==> src/rtl/mem_arbiter.sv <==
// Two-way memory port arbiter between the I-cache and D-cache miss paths.
// Build option MEM_ARB_RR_EN selects round-robin tie-breaking instead of dc-first.
module mem_arbiter #(
    parameter int ADDR_BITS = 28,
    parameter int DATA_BITS = 128,
    parameter int BEATS     = 4
) (
    input  logic                   clk,
    input  logic                   reset,
    input  logic                   ic_req_valid,
    output logic                   ic_req_ready,
    input  logic [ADDR_BITS-1:0]   ic_req_addr,
    input  logic                   ic_req_rw,
    input  logic                   ic_req_data_valid,
    output logic                   ic_req_data_ready,
    input  logic [DATA_BITS-1:0]   ic_req_data_bits,
    input  logic [DATA_BITS/8-1:0] ic_req_data_mask,
    output logic                   ic_resp_valid,
    output logic [DATA_BITS-1:0]   ic_resp_data,
    input  logic                   dc_req_valid,
    output logic                   dc_req_ready,
    input  logic [ADDR_BITS-1:0]   dc_req_addr,
    input  logic                   dc_req_rw,
    input  logic                   dc_req_data_valid,
    output logic                   dc_req_data_ready,
    input  logic [DATA_BITS-1:0]   dc_req_data_bits,
    input  logic [DATA_BITS/8-1:0] dc_req_data_mask,
    output logic                   dc_resp_valid,
    output logic [DATA_BITS-1:0]   dc_resp_data,
    output logic                   mem_req_valid,
    input  logic                   mem_req_ready,
    output logic [ADDR_BITS-1:0]   mem_req_addr,
    output logic                   mem_req_rw,
    output logic                   mem_req_data_valid,
    input  logic                   mem_req_data_ready,
    output logic [DATA_BITS-1:0]   mem_req_data_bits,
    output logic [DATA_BITS/8-1:0] mem_req_data_mask,
    input  logic                   mem_resp_valid,
    input  logic [DATA_BITS-1:0]   mem_resp_data
);

    localparam int CNT_BITS = $clog2(BEATS + 1);
    localparam logic [CNT_BITS-1:0] CNT_MAX = CNT_BITS'(BEATS);
    localparam logic IC = 1'b0;
    localparam logic DC = 1'b1;

    typedef enum logic [1:0] {
        S_IDLE,
        S_WRITE,
        S_READ
    } state_e;

    state_e              state_q, state_d;
    logic                owner_q, owner_d;
    logic                pend_q, pend_d;
    logic                last_q, last_d;
    logic [CNT_BITS-1:0] cnt_q, cnt_d;

    logic                arb_sel;
    logic                sel;
    logic                sel_valid;
    logic                sel_rw;
    logic                sel_dvalid;
    logic                fwd_req;
    logic                fwd_data;
    logic                req_rdy;
    logic                data_rdy;
    logic                addr_hs;
    logic                data_hs;
    logic [CNT_BITS-1:0] cnt_inc;

    // Fresh arbitration choice; parks on the last grant when nobody asks.
    always_comb begin
        arb_sel = last_q;
`ifdef MEM_ARB_RR_EN
        if (ic_req_valid && dc_req_valid) begin
            arb_sel = ~last_q;
        end else if (dc_req_valid) begin
            arb_sel = DC;
        end else if (ic_req_valid) begin
            arb_sel = IC;
        end
`else
        if (dc_req_valid) begin
            arb_sel = DC;
        end else if (ic_req_valid) begin
            arb_sel = IC;
        end
`endif
    end

    // Selected requester: frozen while stalled, locked to owner otherwise.
    always_comb begin
        sel = owner_q;
        if (state_q == S_IDLE && !pend_q) begin
            sel = arb_sel;
        end
        sel_valid  = sel ? dc_req_valid : ic_req_valid;
        sel_rw     = sel ? dc_req_rw : ic_req_rw;
        sel_dvalid = sel ? dc_req_data_valid : ic_req_data_valid;
    end

    // Channel gating per state; data in IDLE only rides the address beat.
    always_comb begin
        fwd_req  = 1'b0;
        fwd_data = 1'b0;
        unique case (state_q)
            S_IDLE: begin
                fwd_req  = 1'b1;
                fwd_data = sel_valid & sel_rw & mem_req_ready;
            end
            S_WRITE: begin
                fwd_req  = 1'b1;
                fwd_data = 1'b1;
            end
            default: begin
                fwd_req  = 1'b0;
                fwd_data = 1'b0;
            end
        endcase
    end

    assign mem_req_valid      = fwd_req & sel_valid;
    assign mem_req_data_valid = fwd_data & sel_dvalid;
    assign mem_req_addr       = sel ? dc_req_addr : ic_req_addr;
    assign mem_req_rw         = sel_rw;
    assign mem_req_data_bits  = sel ? dc_req_data_bits : ic_req_data_bits;
    assign mem_req_data_mask  = !mem_req_data_valid ? '0 :
                                (sel ? dc_req_data_mask : ic_req_data_mask);

    assign req_rdy           = mem_req_valid & mem_req_ready;
    assign data_rdy          = fwd_data & mem_req_data_ready;
    assign ic_req_ready      = (sel == IC) & req_rdy;
    assign dc_req_ready      = (sel == DC) & req_rdy;
    assign ic_req_data_ready = (sel == IC) & data_rdy;
    assign dc_req_data_ready = (sel == DC) & data_rdy;

    assign ic_resp_valid = (state_q == S_READ) & (owner_q == IC) & mem_resp_valid;
    assign dc_resp_valid = (state_q == S_READ) & (owner_q == DC) & mem_resp_valid;
    assign ic_resp_data  = mem_resp_data;
    assign dc_resp_data  = mem_resp_data;

    assign addr_hs = mem_req_valid & mem_req_ready;
    assign data_hs = mem_req_data_valid & mem_req_data_ready;
    assign cnt_inc = (cnt_q == CNT_MAX) ? cnt_q : cnt_q + CNT_BITS'(1);

    // Next-state: grant, beat counting and completion.
    always_comb begin
        state_d = state_q;
        owner_d = owner_q;
        pend_d  = pend_q;
        last_d  = last_q;
        cnt_d   = cnt_q;
        unique case (state_q)
            S_IDLE: begin
                if (addr_hs) begin
                    owner_d = sel;
                    pend_d  = 1'b0;
                    if (!sel_rw) begin
                        state_d = S_READ;
                        cnt_d   = '0;
                    end else if (data_hs && cnt_inc == CNT_MAX) begin
                        cnt_d  = '0;
                        last_d = sel;
                    end else begin
                        state_d = S_WRITE;
                        cnt_d   = data_hs ? cnt_inc : '0;
                    end
                end else if (mem_req_valid) begin
                    pend_d  = 1'b1;
                    owner_d = sel;
                end else begin
                    pend_d = 1'b0;
                end
            end
            S_WRITE: begin
                if (data_hs) begin
                    if (cnt_inc == CNT_MAX) begin
                        state_d = S_IDLE;
                        cnt_d   = '0;
                        last_d  = owner_q;
                    end else begin
                        cnt_d = cnt_inc;
                    end
                end
            end
            S_READ: begin
                if (mem_resp_valid) begin
                    if (cnt_inc == CNT_MAX) begin
                        state_d = S_IDLE;
                        cnt_d   = '0;
                        last_d  = owner_q;
                    end else begin
                        cnt_d = cnt_inc;
                    end
                end
            end
            default: begin
                state_d = S_IDLE;
                cnt_d   = '0;
            end
        endcase
    end

    // State registers with synchronous reset.
    always_ff @(posedge clk) begin
        if (reset) begin
            state_q <= S_IDLE;
            owner_q <= DC;
            pend_q  <= 1'b0;
            last_q  <= IC;
            cnt_q   <= '0;
        end else begin
            state_q <= state_d;
            owner_q <= owner_d;
            pend_q  <= pend_d;
            last_q  <= last_d;
            cnt_q   <= cnt_d;
        end
    end

endmodule

==> config.mk <==
export PLATFORM = sky130hd
export DESIGN_NAME = mem_arbiter
export DESIGN_NICKNAME = d
export VERILOG_FILES = /design/src/rtl/mem_arbiter.sv
export SDC_FILE = /design/constraint.sdc
export NUM_CORES = 1
export LEC_CHECK = 0
export CORE_AREA = 2 2 357 359
export CTS_CLUSTER_DIAMETER = 30
export CTS_CLUSTER_SIZE = 24
export DETAILED_ROUTE_END_ITERATION = 12
export DIE_AREA = 0 0 359 361
export PLACE_DENSITY_LB_ADDON = 0.05
export SLEW_MARGIN = 40
export SYNTH_ARGS = -nofsm -noshare
export SYNTH_HDL_FRONTEND = slang
export SYNTH_SLANG_ARGS = --single-unit
==> constraint.sdc <==
create_clock -name clk -period 2.6 [get_ports clk]
set_input_delay 0.26 -clock clk [delete_from_list [all_inputs] [get_ports clk]]
set_output_delay 0.26 -clock clk [all_outputs]
set_load 0.05 [all_outputs]
==> summary.md <==
| Metric | Value |
|---|---|
| Status | finished clean |
| Critical Path RT | around 2.3 ns |
| Iter 0 DRT Violations | 177 |
| Vias in the first global route | roughly 7200 |
| Mux contribution to synthesized area | 1.27% |
| CTS buffer count | 3 |
| Total I/O pin count | 920 |
| XOR/XNOR share of the synthesized area | 0% |
| Number of max-cap violations | 0 |
| Hold_ws | about 0.52 ns |
| Crit path kind | primary input to output pin |
| Fin area | 13300 µm² |
| Overflow left after global routing | 0 |
| DRC viols | 0 |
| Worst clock skew | 0.00320 ns |
| Sequential cell area | 164 µm² |
| Via Count | 6633 |
| Core area | roughly 130000 µm² |
| Startpoint types | primary input |
| Area growth syn-to-layout | 166% |
| Post-synth cell types | 53 |
| Final hold violation count | 0 |
| Worst hold path type | primary input to output pin |
| TNS Setup | 0 ns |
| Syn Nets | 1427 |
| Synthesis Warnings | 0 |
| Setup slack after layout | 0.0774 ns |
| DP Worst Slack | -0.180 ns |
| Compound-cell area share of the yosys netlist | under 10% |
| Inst Count DP | 2890 |
| CTS sink cnt | 8 |
| Adder-Cell Fraction of Synth Area | roughly 1.7% |
| Crit Path Max Fanout | 8 |
| Final #Nets | 1739 |
| LEAKAGE | 0.00537 µW |
| Layout cells sized above 1 | 28.9% |
| First-pass GRT wire length | approximately 60000 µm |
| Crit path DAT | 2.26 ns |
| Final setup vio count | 0 |
| Tcrit/Tclk final | between 90% and 100% |
| Die width | roughly 360 µm |
| Relative slew slack | 59.9% |
| CTS tree | done |
| Post-route antenna net violation count | 0 |
| Unrepaired setup endpoints after global routing | false |
| CP Capture Type | output pin |
| Longest Clk Path Bufs | 2 |
| Ys flop type | dfxtp_1 |
| Slew Viols, Final | 0 |
| Largest net degree at the start of global routing | 44 |
| Power density over the cells | between 1000 and 1500 nW/µm² |
| Most frequent cells in the layout | nand2_1, clkdlybuf4s50_1, buf_12 |
| Drt pass-1 iters | 4 |
| Tmin final | approximately 2.5 ns |
| Post-DP HPWL | 40500 µm |
| F_max | 0.396 GHz |
| Post-Syn Area | 5010 µm² |
| Initial Util | 3.99% |
| Fillers | around 15000 |
| CTS H-Tree Depth | 1 |
| Post-synth EDFFs | 0 |
| Overall Global Routing Usage | under 10% |
| Die Footprint | 130000 µm² |
| Root Driver | clkbuf_16 |
| Instance count of the mapped netlist | ~940 |
| Initial antenna violation count | 16 |
| Area of the multi-input gates | 3050 µm² |
| Main combinational cell family by area after synthesis | simple AND/OR/NAND/NOR gates |
| Row cnt | 130 |
| Sequential share of the synthesized area | 3.20% |
| Synth Area in Simple Gates | 44.2% |
| Layout Cells excl Fill | 2901 |
| Vias per cell | about 2.3 |
| PortBufs | 535 |
| Final WL | roughly 45000 µm |
| Asr flop ratio synth | 0% |
| Clk_lat worst skew | 0.24 ns |
| Avg WL per Cell | between 15 and 20 µm |
| Worst VDD drop | 0.000244 V |
| Cell Area, Placed | 13100 µm² |
| Post-synthesis register bit count | 8 |
| Chip Height | 361 µm |
| Final GP Congestion | 0.739 |
| Mean Syn Cell Area | 5.34 µm² |
| Commonest non-fill, non-tap cell in the layout | nand2_1 |
| Worst Max-Slew Pin Slew | about 0.60 ns |
==> final timing paths <==
kind / cells past startpoint / endpoint / from / slack (ns)
max: 9 / mem_req_data_mask[9] / dc_req_valid / 0.08
min: 0 / dc_resp_data[58] / mem_resp_data[58] / 0.52
max reg2reg: 10 / cnt_q[2] / state_q[0] / 0.28
min reg2reg: 3 / last_q / last_q / 0.54
==> report_power, final <==
group / switching [µW] / leakage [µW] / internal [µW]
combinational: 7450 / 0.00527 / 5870
sequential: 27.4 / 0.0000664 / 151
clock: 71.7 / 0.0000370 / 200
total: 7550 / 0.00537 / 6220
==> synth_stat cells, types with 2 or more instances <==
library cell	number	area share, %
a311o_1	2	0.40
mux2i_1	3	0.60
inv_1	8	0.60
nand3_1	3	0.30
dfxtp_1	8	3.2
buf_4	258	39
mux2_2	3	0.67
clkbuf_1	32	2.4
o22ai_1	2	0.25
nor3_1	2	0.20
o21ai_0	3	0.30
nand2b_1	2	0.25
buf_1	4	0.30
nor2b_1	3	0.37
nand2_1	515	39
o211ai_1	2	0.30
nor3b_1	2	0.30
a21o_1	3	0.45
buf_2	5	0.50
nor4bb_1	2	0.40
a21oi_1	22	2.2
ha_1	7	1.7
nor2_1	16	1.2
==> layout make-up <==
type	count	share of cell area [%]
diodes	4	0.0752
clock buffers	3	0.564
inverters	8	0.226
multi-input cells	620	22.9
flip-flops and latches	8	1.23
well taps	1650	15.5
repair buffers	608	59.5
==> critical path, stage by stage <==
cell and delay, ns:
clkdlybuf4s50_1 0.49, o31a_2 0.40, mux2i_4 0.19, a21oi_2 0.10
a21o_4 0.22, buf_12 0.15, buf_4 0.15, a21oi_4 0.14
buf_12 0.15
==> logic make-up after synthesis <==
| group | Yosys count |
|---|---|
| compound gates | 48 |
| buf+inv | 309 |
| flops | 8 |
| mux | 6 |
| fa+ha+maj | 7 |
| simple gates | 559 |
==> layer usage <==
layer  track usage [%]  wire [µm]  up-vias
li1                  -          -     3247
met2              11.6      22100      416
met5             0.370        189        -
met4             0.910        562       22
met3              4.46       6500       78
met1              6.71      16000     2870
==> through the flow <==
stage               util [%]  power [µW]
finish                  10.6       13800
global route            10.6       14600
CTS                     10.6       14200
detailed placement      10.4       13700
global placement        10.4       13800
floorplan                  -        7180
==> flip-flops by register name, indices dropped and copies added (netlist names) <==
register  count
cnt_q         3
state_q       2
pend_q        1
last_q        1
owner_q       1
==> repair_timing <==
item / in CTS / in global routing
setup endpoints to repair: 177 / 68
buffers inserted: 2 / 1
resized for setup: 18 / 12
hold endpoints to repair: 0 / 0
cloned: 1 / 0
hold buffers: 0 / 0
pin swaps: 0 / 2
Power figures use the tool's default switching activity.
==> RTL change 1, RTL diff (same settings) <==
The 3 states of `state_e` get a one-hot encoding in 3 bits.
--- a/src/rtl/mem_arbiter.sv
+++ b/src/rtl/mem_arbiter.sv
@@ -44,10 +44,10 @@
     localparam logic IC = 1'b0;
     localparam logic DC = 1'b1;
 
-    typedef enum logic [1:0] {
-        S_IDLE,
-        S_WRITE,
-        S_READ
+    typedef enum logic [2:0] {
+        S_IDLE  = 3'b001,
+        S_WRITE = 3'b010,
+        S_READ  = 3'b100
     } state_e;
 
     state_e              state_q, state_d;
Formal check against the unedited RTL: no difference found for any inputs over 4 cycles, from zero or initial values and one cycle with reset high; so few cycles prove little.
==> RTL change 1 against the unedited design <==
Register-to-register slack lost 110 ps; wire length rose by 18%; via count increased by 2.8%; setup slack got worse by 20 ps; final area rose by 1.7%; power rose by 28%; sequential share of layout area increased by 0.21 points; sequential cell count up 1; synthesized area down 2.2%; global-route usage is 0.98 points higher; critical path type is now flop to primary output; highest routed layer unchanged.
==> RTL change 1: results (changes against the unedited design) <==
Place WS -234 ps (was -180 ps); routed length per instance 18.4 um (was 15.6 um); Worst Setup SP state_q[1] (was dc_req_valid); vias per cell 2.34 (was 2.29); gpl congestion 0.673 (was 0.739); vias in the first global route 7,374 (was 7,209); worst r2r src state_q[1] (was state_q[0]); sequential-to-total area share from yosys stat 3.68% (was 3.20%); share of cells above drive strength 1 29.2% (was 28.9%); run status completed (unchanged); first-pass GRT wire length 68,300 um (was 60,800 um); dpl hpwl 46,500 um (was 40,500 um); Cell variety after synth 47 (was 53); top cells by area, synth buf_4, nand2_1, dfxtp_1 (unchanged); Critical Path Fanout Max 14 (was 8); Hold Startpoint cnt_q[1] (was mem_resp_data[58]); HP Class flop to flop (was input pin to primary output); Max transition margin 58.9% (was 59.9%); Psw 9.82 mW (was 7.55 mW); Total GRT Usage 7.66% (was 6.68%); top cells by count, synth nand2_1, buf_4, clkbuf_1 (unchanged); Lkg Pwr 5.49 nW (was 5.37 nW); Syn Area/Cell 5.26 sq um (was 5.34 sq um); Nets 1,746 (was 1,739); initial DRC count 136 (was 177); Vias 6,819 (was 6,633); placed cell count 2,893 (was 2,890); DP Area 12,800 sq um (was 13,100 sq um)
[RTL change 1: cell types whose count changed after synthesis, moves of 4 or more]
cell	unedited run	this run
nor4_1	0	4
ha_1	7	2
o21ai_0	3	7
nand2_1	515	510
[RTL change 1: cells by family after synthesis]
group | after synthesis | synth area share (%)
AOI/OAI and AO/OA | 53 | 6.72
adders and majority gates | 2 | 0.511
buffers and inverters | 308 | 43.3
DFF | 9 | 3.68
muxes | 5 | 1.12
and+or+nand+nor | 553 | 44.6
[RTL change 1: worst max-delay path, stage by stage (launching register included)]
cell and delay (ps):
dfxtp_4 350, nor4b_4 280, buf_6 160, and3b_2 220
buf_6 110, nor2_4 50, buf_12 170, buf_12 130
clkbuf_16 180, nand2_1 110, nand2_1 90, buf_12 160
[RTL change 1: stage by stage]
stage / utilization [%] / hold WS, ps
after floorplan: - / 404
after global placement: 10.2 / 512
after detailed placement: 10.2 / 506
after CTS: 10.5 / 513
after global routing: 10.8 / 520
final: 10.8 / 506
[RTL change 1: layer usage]
layer | global-route usage [%] | part of all wire, % | up-vias | wire, um
met5 | 0 | 0.46 | - | 247
met4 | 1.36 | 1.9 | 36 | 1030
met3 | 4.19 | 12 | 116 | 6340
met2 | 13.5 | 49 | 468 | 26100
met1 | 8.06 | 37 | 2927 | 19800
li1 | - | - | 3272 | -
[RTL change 1: final cells by class]
class,instances,area (sq um)
Multi-Input combinational cell,613,2930
Clock buffer,4,78.8
Antenna cell,3,7.51
Timing Repair Buffer,625,8220
Inverter,9,33.8
Tap cell,1650,2060
Sequential cell,9,195
Fill cell,14500,112000
[RTL change 1: timing repair]
| action | 4_1_cts | 5_1_grt |
|---|---|---|
| pin swaps | 6 | 11 |
| setup endpoints to repair | 69 | 67 |
| setup buffers | 11 | 3 |
| gates cloned | 2 | 5 |
| resized for setup | 48 | 63 |
[RTL change 1: path summary, 6_finish.rpt]
kind / end / slack, ps / cells after the start
max: mem_req_data_bits[3] / 60 / 11
min: cnt_q[1] / 510 / 2
max reg2reg: cnt_q[0] / 170 / 9
min reg2reg: cnt_q[1] / 510 / 2
[RTL change 1: power groups by stage]
stage	Combinational [mW]	Clock, mW	Sequential [mW]
floorplan	8.05	0	0.201
global placement	16.8	0	0.213
detailed placement	16.7	0	0.210
CTS	17.2	0.307	0.218
global route	18.2	0.310	0.227
finish	17.2	0.290	0.222
==> RTL change 2, RTL diff (same settings) <==
Without the edit above. The option `MEM_ARB_RR_EN` is turned on by a define.
--- a/src/rtl/mem_arbiter.sv
+++ b/src/rtl/mem_arbiter.sv
@@ -1,5 +1,7 @@
 // Two-way memory port arbiter between the I-cache and D-cache miss paths.
 // Build option MEM_ARB_RR_EN selects round-robin tie-breaking instead of dc-first.
+`define MEM_ARB_RR_EN
+
 module mem_arbiter #(
     parameter int ADDR_BITS = 28,
     parameter int DATA_BITS = 128,
Formal check against the unedited RTL: no difference found for any inputs over 4 cycles, from zero or initial values and one cycle with reset high; that may be too few to reach the edited logic, so the function may still have changed.
==> RTL change 2 against the unedited design <==
The run now ends with negative setup slack left; power is 78% higher; setup slack worse by 150 ps; clock skew up 0.84 ps; count of clock-buffer cells in the layout is the same; final area up 3.5%; critical path depth rose by 2; via count is 4.7% higher; wire length up 23%; non-clock buffer count is 24 higher; sequential share of layout area about the same; synthesized area fell by 0.87%; sequential cell count is the same.
==> RTL change 2: results (changes against the unedited design) <==
run status complete, but fails checks (was completed); violated checks negative setup slack; Lkg Pwr 5.64 nW (was 5.37 nW); Place WS -251 ps (was -180 ps); Setup Skew 4.04 ps (was 3.20 ps); Cell variety after synth 44 (was 53); Reg2Reg Capture Point state_q[0] (was cnt_q[2]); Final setup viols 16 (was 0); Total GRT Usage 8.22% (was 6.68%); Worst R2R Setup Slack 180 ps (was 280 ps); Max VDD drop 0.450 mV (was 0.244 mV); gpl congestion 0.687 (was 0.739); Crit-path slowest cell or4_4 (was clkdlybuf4s50_1); vias in the first global route 7,657 (was 7,209); worst setup margin -75.5 ps (was 77.4 ps); wl on met1 22,400 um (was 16,000 um); cell count of the worst reg-to-reg path 12 (was 10); fillcell total 14,500 (about the same); first-pass GRT wire length 72,700 um (was 60,800 um); M1 GR Usage 9.42% (was 6.71%); Data arrival, critical path 2420 ps (was 2260 ps); worst stage delay on the critical path 420 ps (was 490 ps); grt met3 use 4.29% (was 4.46%); sequential-to-total area share from yosys stat 3.23% (was 3.20%); Critical Path Fanout Max 6 (was 8); share of cells above drive strength 1 25.9% (was 28.9%); mux contribution to synthesized area 0.605% (was 1.27%); post_cts resized 44 (was 18); router iterations before antenna repair 5 (was 4); Nets 1,768 (was 1,739); top cells by area, synth nand2_1, buf_4, dfxtp_1 (was buf_4, nand2_1, dfxtp_1); top cells by count, synth nand2_1, buf_4, clkbuf_1 (unchanged); WL met3 6420 um (was 6500 um); CP top delay family simple AND/OR/NAND/NOR gates (was buffers and inverters); initial antenna violation count 26 (was 16); HP Class input pin to primary output (unchanged); post-synthesis adder-cell area fraction 1.77% (was 1.75%); initial DRC count 232 (was 177); vias per cell 2.37 (was 2.29); Least-Margin Pin Slew 630 ps (was 600 ps); met2 Usage GRT 13.7% (was 11.6%); routed length per instance 19.0 um (was 15.6 um)
==> RTL change 2: cell types whose count changed after synthesis, moves of 4 or more <==
cell	change
clkbuf_1	+5
nand2_1	+5
nand2b_1	+5
nor2_1	-5
o31ai_1	+4
==> RTL change 2: report_power, final <==
part	leakage, nW	total, mW	switching [mW]	internal (mW)
clock network	0.0370	0.263	0.0646	0.199
logic	5.54	24.1	13.6	10.5
registers	0.0668	0.220	0.0571	0.163
total	5.64	24.6	13.7	10.8
==> RTL change 2: stage by stage <==
stage / TNS [ps] / utilization (%) / cell area (sq um) / std cells / hold WS (ps)
3_5_place_dp: -6430 / 10.4 / 13100 / 2899 / 520
2_1_floorplan: 0 / - / 5170 / 942 / 458
3_3_place_gp: -6070 / 10.4 / 13100 / 2899 / 520
6_report: -977 / 11.0 / 13800 / 2932 / 520
4_1_cts: -1760 / 10.9 / 13700 / 2923 / 520
5_1_grt: -7690 / 11.0 / 13800 / 2926 / 520
==> RTL change 2: area by class of cell <==
cell class                      instances  share of cell area [%]
Antenna cell                            6                   0.109
Clock buffer                            3                   0.545
Inverter                                8                   0.282
Multi-Input combinational cell        625                    21.7
Sequential cell                         8                    1.22
Tap cell                             1650                    15.0
Timing Repair Buffer                  632                    61.2
==> RTL change 2: how the worst max path moves through the flow <==
| stage | to | start | slack (ps) |
|---|---|---|---|
| after floorplan | dc_req_data_ready | state_q[1] | 90 |
| after global placement | mem_req_data_mask[0] | dc_req_valid | -210 |
| after detailed placement | mem_req_data_mask[0] | dc_req_valid | -250 |
| after CTS | mem_req_data_mask[12] | state_q[0] | -120 |
| after global routing | mem_req_data_mask[12] | state_q[0] | -180 |
| final | mem_req_data_mask[7] | state_q[0] | -80 |
